### src/rtl/kiwi_runmon_pkg.sv
// Shared types for the Kiwi run monitor: FSM states and report status codes.
package kiwi_runmon_pkg;

  typedef enum logic [1:0] {
    IDLE   = 2'd0,
    RUN    = 2'd1,
    REPORT = 2'd2
  } state_t;

  localparam logic [1:0] ST_NONE    = 2'd0;
  localparam logic [1:0] ST_OK      = 2'd1;
  localparam logic [1:0] ST_TIMEOUT = 2'd2;

endpackage

### src/rtl/kiwi_runmon_sig.sv
// Rotate-left/XOR accumulator folding the DUT progress word into a
// run signature. Used only when KIWI_RUNMON_SIG_EN is defined.
module kiwi_runmon_sig #(
  parameter int CODE_W = 32
) (
  input  logic              clk,
  input  logic              reset,
  input  logic              clr,
  input  logic              en,
  input  logic [CODE_W-1:0] din,
  output logic [CODE_W-1:0] sig
);

  always_ff @(posedge clk or posedge reset) begin
    if (reset) begin
      sig <= '0;
    end else if (clr) begin
      sig <= '0;
    end else if (en) begin
      sig <= {sig[CODE_W-2:0], sig[CODE_W-1]} ^ din;
    end
  end

endmodule

### src/rtl/kiwi_run_monitor.sv
// Run-length monitor and watchdog for a Kiwi-generated DUT.
// Optional code signature enabled by KIWI_RUNMON_SIG_EN.
module kiwi_run_monitor
  import kiwi_runmon_pkg::*;
#(
  parameter int CNT_W          = 32,
  parameter int TIMEOUT_CYCLES = 100000000,
  parameter int CODE_W         = 32
) (
  input  logic              clk,
  input  logic              reset,
  input  logic              arm,
  input  logic              dut_done,
  input  logic [CODE_W-1:0] dut_code,
  output logic              run_active,
  output logic              rpt_valid,
  input  logic              rpt_ready,
  output logic [1:0]        rpt_status,
  output logic [CNT_W-1:0]  rpt_cycles,
  output logic [CODE_W-1:0] rpt_sig
);

  localparam logic [CNT_W-1:0] TMO = CNT_W'(TIMEOUT_CYCLES);

  state_t           state, state_nxt;
  logic             arm_q;
  logic             start;
  logic [CNT_W-1:0] cnt, cnt_nxt, n;
  logic [1:0]       status_nxt;
  logic [CNT_W-1:0] cycles_nxt;

  assign start      = arm & ~arm_q;
  assign n          = cnt + CNT_W'(1);
  assign run_active = (state == RUN);
  assign rpt_valid  = (state == REPORT);

  always_ff @(posedge clk or posedge reset) begin
    if (reset) begin
      state      <= IDLE;
      arm_q      <= 1'b0;
      cnt        <= '0;
      rpt_status <= ST_NONE;
      rpt_cycles <= '0;
    end else begin
      state      <= state_nxt;
      arm_q      <= arm;
      cnt        <= cnt_nxt;
      rpt_status <= status_nxt;
      rpt_cycles <= cycles_nxt;
    end
  end

  always_comb begin
    state_nxt  = state;
    cnt_nxt    = cnt;
    status_nxt = rpt_status;
    cycles_nxt = rpt_cycles;
    unique case (state)
      IDLE: begin
        if (start) begin
          state_nxt = RUN;
          cnt_nxt   = '0;
        end
      end
      RUN: begin
        cnt_nxt = n;
        // done beats the watchdog when both land on the same cycle
        if (dut_done) begin
          state_nxt  = REPORT;
          status_nxt = ST_OK;
          cycles_nxt = n;
        end else if (n == TMO) begin
          state_nxt  = REPORT;
          status_nxt = ST_TIMEOUT;
          cycles_nxt = n;
        end
      end
      REPORT: begin
        if (rpt_ready) state_nxt = IDLE;
      end
      default: state_nxt = IDLE;
    endcase
  end

`ifdef KIWI_RUNMON_SIG_EN
  // sig freezes outside RUN, so it already holds the value latched at REPORT entry
  kiwi_runmon_sig #(
    .CODE_W(CODE_W)
  ) u_sig (
    .clk  (clk),
    .reset(reset),
    .clr  (state == IDLE && start),
    .en   (state == RUN),
    .din  (dut_code),
    .sig  (rpt_sig)
  );
`else
  logic unused_code;
  assign unused_code = ^dut_code;
  assign rpt_sig     = '0;
`endif

endmodule

### config.mk
export PLATFORM = sky130hd
export DESIGN_NAME = kiwi_run_monitor
export DESIGN_NICKNAME = d
export VERILOG_FILES = /design/src/rtl/kiwi_runmon_pkg.sv /design/src/rtl/kiwi_runmon_sig.sv /design/src/rtl/kiwi_run_monitor.sv
export SDC_FILE = /design/constraint.sdc
export NUM_CORES = 1
export LEC_CHECK = 0
export CORE_ASPECT_RATIO = 1.75
export CORE_UTILIZATION = 45
export CTS_CLUSTER_DIAMETER = 80
export CTS_CLUSTER_SIZE = 8
export DETAILED_ROUTE_END_ITERATION = 7
export GPL_ROUTABILITY_DRIVEN = 0
export PLACE_DENSITY_LB_ADDON = 0.25
export SLEW_MARGIN = 20
export SYNTH_ARGS = -nofsm -noshare
export SYNTH_HDL_FRONTEND = slang
export SYNTH_SLANG_ARGS = --single-unit
### constraint.sdc
create_clock -name clk -period 9.1 [get_ports clk]
set_input_delay 0.91 -clock clk [delete_from_list [all_inputs] [get_ports clk]]
set_output_delay 0.91 -clock clk [all_outputs]
set_load 0.02 [all_outputs]
### After elaboration in Yosys (flattened, before gate mapping)

Cells that the tools add are included.

| storage, ports and cells | value |
|---|---|
| bits in registers | 69 |
| input bits | 37 |
| output and inout port bits | 68 |
| word-level logic and storage cells | 30 |

| cells by class | value |
|---|---|
| $add $sub $neg | 1 |
| eq/ne operators | 6 |
| mux-type cells | 10 |
| bitwise gates (word level) | 2 |
| reduce and logical (&&, ||, !) cells | 6 |

Operators by type and width:

| kind | count |
|---|---|
| 32-bit 2-to-1 mux | 3 |
| 32-bit case mux with 2 select lines | 1 |
| 32-bit by 1-bit adder with 32-bit output (second input constant) | 1 |
| 32-bit by 27-bit equality test with 1-bit output (second input constant) | 1 |
| 2-bit 2-to-1 mux | 5 |
| 2-bit case mux with 3 select lines | 1 |
| 2-bit AND reduction | 2 |
| 2-bit nonzero test | 2 |
| 3-bit by 2-bit != test with 1-bit output (second input constant) | 1 |
| 3-bit AND reduction | 1 |
| 2-bit by 1-bit equality test with 1-bit output (second input constant) | 1 |
| 2-bit equality test (second input constant) | 1 |
| 2-bit zero test | 1 |
| 2-bit by 1-bit != test with 1-bit output (second input constant) | 1 |
| 2-bit != test (second input constant) | 1 |
| 1-bit bitwise AND | 1 |
| 1-bit NOT | 1 |

### Depth between registers and ports, before layout

| logic depth | value |
|---|---|
| word-level depth | 5 |
| depth in mapped cells | 11 |
| gate-level depth less buffers | 9 |

### Worst setup path before layout

OpenSTA, ideal clock, no wires.

| path | value |
|---|---|
| path type | register to register |
| start | reg cnt[0] |
| end | reg rpt_cycles[10] |
| setup time | 125 ps |
| arrival time | 2943 ps |
| required time | 8975 ps |
| path slack | 6032 ps |
| cell stages (with the launch flop) | 12 |
| path buffers | 2 |
| period minus slack after synthesis | 3068 ps |
| cells stage by stage | dfrtp_1 > ha_1 > buf_2 > nand4_2 > or4_1 > nor2_1 > xor2_1 > nand4_1 > nor4_4 > o21ai_2 > buf_6 > mux2_4 |

| on the way | value |
|---|---|
| word-level cells in the longest chain between the ends | 4 |
| elaborated cells between the ends (all ways) | 6 |
| those cells by class | add/sub: 1; eq/ne: 1; mux: 2; reduce/logical: 2 |

Ends and longest elaborated chain:

| element | line | text |
|---|---|---|
| from (decl) | kiwi_run_monitor.sv:28 | `logic [CNT_W-1:0] cnt, cnt_nxt, n;` |
| from (signal assigned) | kiwi_run_monitor.sv:47 | `cnt <= cnt_nxt;` |
| 32-bit by 1-bit adder with 32-bit output * | kiwi_run_monitor.sv:33 | `assign n = cnt + CNT_W'(1);` |
| 32-bit by 27-bit equality test with 1-bit output | kiwi_run_monitor.sv:72 | `end else if (n == TMO) begin` |
| 2-bit nonzero test (no source line) | n/a |  |
| 2-bit AND reduction (no source line) | n/a |  |
| to (signal assigned) | kiwi_run_monitor.sv:49 | `rpt_cycles <= cycles_nxt;` |
| to (decl) | kiwi_run_monitor.sv:19 | `output logic [CNT_W-1:0] rpt_cycles,` |

Every way passes the cells marked *; elsewhere a longest branch is shown, timed or not. The select of a mux whose other input is x is not followed.
A chain may end at the register's enable or synchronous reset.

### Worst setup path after layout

| path | value |
|---|---|
| start | reg cnt[0] |
| end | reg rpt_cycles[28] |

Same word-level chain as after synthesis.

==> out/qor.csv <==
metric,value,unit
status,completed,
num_rows,46,
required,9.31,ns
drc_errors,0,
avgRoutedWirePerCell,15.73,um
die_area,9623,sq um
finalHoldViolCount,0,
setup.worst_path.start_class,register,
crit_start,cnt[0],
insertion_delay,0.33,ns
cp-end-kind,register,
ys_types,58,
clock-sinks,69,
r2r_cells,10,
hp-class,register to register,
power.density,178.9,nW/um^2
tightest_slew,0.8780,ns
vdd_drop_max,0.0001085,V
max_slew_margin,0.4147,
min_period,4.024,ns
critPathMaxStageDelay,0.55,ns
setup_tns,0,ns
portBuffers,40,
drive_gt1_frac,0.1165,
cts_tree,built,
cts_root_buffer,clkbuf_16,
cts_setup_buffers,0,
cts_resized,0,
synthCells,426,
critPathBufInv,1,
grt_start_max_net_pins,70,
ios,105,
drt-initial-drc-count,233,
synth_edf_count,0,
overflow,0,
cts_buffers,9,
syn_to_final_growth,14.23,%
grt_pass1_wl,15180,um
cts-htree-levels,3,
core_region_area,8979,sq um
first_global_vias,3056,
ant_nets,0,
worst-r2r-setup-slack,5.08,ns
start_util,0.4621,
crit_chain,ha_1 -> nand4_2 -> nor3_1 -> a31oi_1 -> a2111oi_0 -> nand4b_1 -> nor4_4 -> o21ai_4 -> buf_4 -> mux2_4,
die_y,129.0,um
ys_seq_elements,69,
ys_warn_count,0,
drv_cap,0,
worstPathMaxFanout,19,
viasPerCell,5.447,
vias,3132,
path_class,register to register,
async_flop_share,1.000,
skew,0.005680,ns
diodes,0,
p_leak,2.180,nW
rr_endpoint,rpt_cycles[28],
clk_path_buf_depth,2,
cts_hold_buf,0,
endpoint,rpt_cycles[28],
setup_viol,0,
clk_pin_slew,0.05,ns
cp_data_arrival_time,4.24,ns
rsz0062_at_grt,false,
total_power,0.8477,mW
firstDrtPassIters,4,
critPathTopFamily,simple AND/OR/NAND/NOR gates,
dpl.hpwl,6278,um
worst_r2r_startpoint,cnt[0],
slew_violations,0,
antenna_found_initial,0,
cp.depth,10,
worst_path_max_delay_cell,nor3_1,
finish.utilization,0.5279,
finalCritPeriodShare,0.4422,
die_w,74.59,um
fmax,248.5,MHz
synthesis.area,4149,sq um
finalWirelength,9045,um
nets,489,
ys_seq_area_frac,0.4162,
grt_use_total,0.2092,
synth_ff_type,dfrtp_1,
synth.avg_cell_area,9.739,sq um
-- registers in the layout (all words and copies together), names as in the netlist --
signal	cells
state	2
arm_q	1
rpt_cycles	32
rpt_status	2
cnt	32
-- layer usage --
| layer | share of wire | global-route usage |
|---|---|---|
| met1 | 0.41 | 0.2513 |
| met4 | 0.035 | 0.1276 |
| met3 | 0.031 | 0.03266 |
| met2 | 0.52 | 0.3439 |
| met5 | 0 | 0 |
-- cell type report --
class	instances	area [sq um]
flip-flops and latches	69	1727
clock buffers	15	267.8
multi-input cells	317	2122
repair buffers	45	437.9
inverters	8	30.03
well taps	120	150.1
fillers	874	4239
clock inverters	1	5.005
-- cells in the mapped netlist (4+ instances only) --
cell,n,area [sq um]
mux2_4,16,240.2
o2bb2ai_1,4,35.03
xnor2_1,13,113.9
nor4_1,6,37.54
nand2_1,37,138.9
dfrtp_1,69,1727
inv_1,8,30.03
o31ai_1,15,112.6
clkbuf_1,16,60.06
a21o_1,9,67.56
nand3_1,11,55.05
nor3_1,4,20.02
buf_4,33,247.7
o21ai_0,34,170.2
a21oi_1,11,55.05
xor2_1,18,157.7
buf_2,10,50.05
nand4_1,11,68.82
nor2_1,29,108.9
and3_1,8,50.05
-- logic make-up (layout without fill, tap and decap cells) --
kind of cell	count (synthesis)	in the layout	share of synthesized area
AO/OA/AOI/OAI	92	92	0.1435
other	1	32	0.0009038
flip-flops	69	69	0.4162
multiplexers	22	22	0.07328
XOR/XNOR	31	31	0.06544
adder cells (fa/ha/maj)	2	2	0.006030
AND/OR/NAND/NOR	138	138	0.1918
buffers and inverters	71	69	0.1028
-- cell usage in the layout (no fill, tap or decap), drive strengths merged, types with 2 or more instances in the layout --
cell type	synthesis	layout
and2	3	3
clkdlybuf4s50	0	40
clkbuf	17	15
o41ai	2	2
a21o	9	9
a31oi	3	3
nor3	5	5
xnor2	13	13
nor2b	2	2
mux2	19	19
o31ai	15	15
a21oi	11	11
or3	3	3
conb	1	32
ha	2	2
and3	8	8
a22o	3	3
xor2	18	18
o21ai	35	35
or4	3	3
nor2	30	30
nor3b	3	3
nand2b	2	2
o2bb2ai	4	4
nand2	37	37
nand4	13	13
nand4b	2	2
inv	8	8
nor4	9	9
mux2i	3	3
nand3	14	14
a21boi	2	2
buf	46	5
dfrtp	69	69
-- worst min-delay path by stage --
| stage | from | endpoint | slack, ns | depth (start not counted) |
|---|---|---|---|---|
| after detailed placement | rpt_cycles[31] | rpt_cycles[31] | 0.47 | 1 |
| final | rpt_cycles[3] | rpt_cycles[3] | 0.48 | 1 |
| after global placement | rpt_cycles[3] | rpt_cycles[3] | 0.46 | 1 |
| after floorplan | cnt[27] | cnt[27] | 0.48 | 1 |
| after CTS | rpt_cycles[11] | rpt_cycles[11] | 0.48 | 1 |
| after global routing | rpt_cycles[25] | rpt_cycles[25] | 0.50 | 1 |
-- metrics by stage --
step	cell area [sq um]	hold slack [ns]	worst slack, ns	cells
floorplan	4265	0.4797	6.032	457
global placement	4467	0.4636	5.153	559
detailed placement	4467	0.4726	5.139	559
CTS	4740	0.4849	5.113	575
global route	4740	0.4980	4.887	575
finish	4740	0.4797	5.076	575
-- where the power goes --
part | internal (mW) | switching [mW]
combinational | 0.0707 | 0.107
sequential | 0.330 | 0.0196
clock | 0.199 | 0.122
Note: power is estimated with default switching activity, not from simulation.
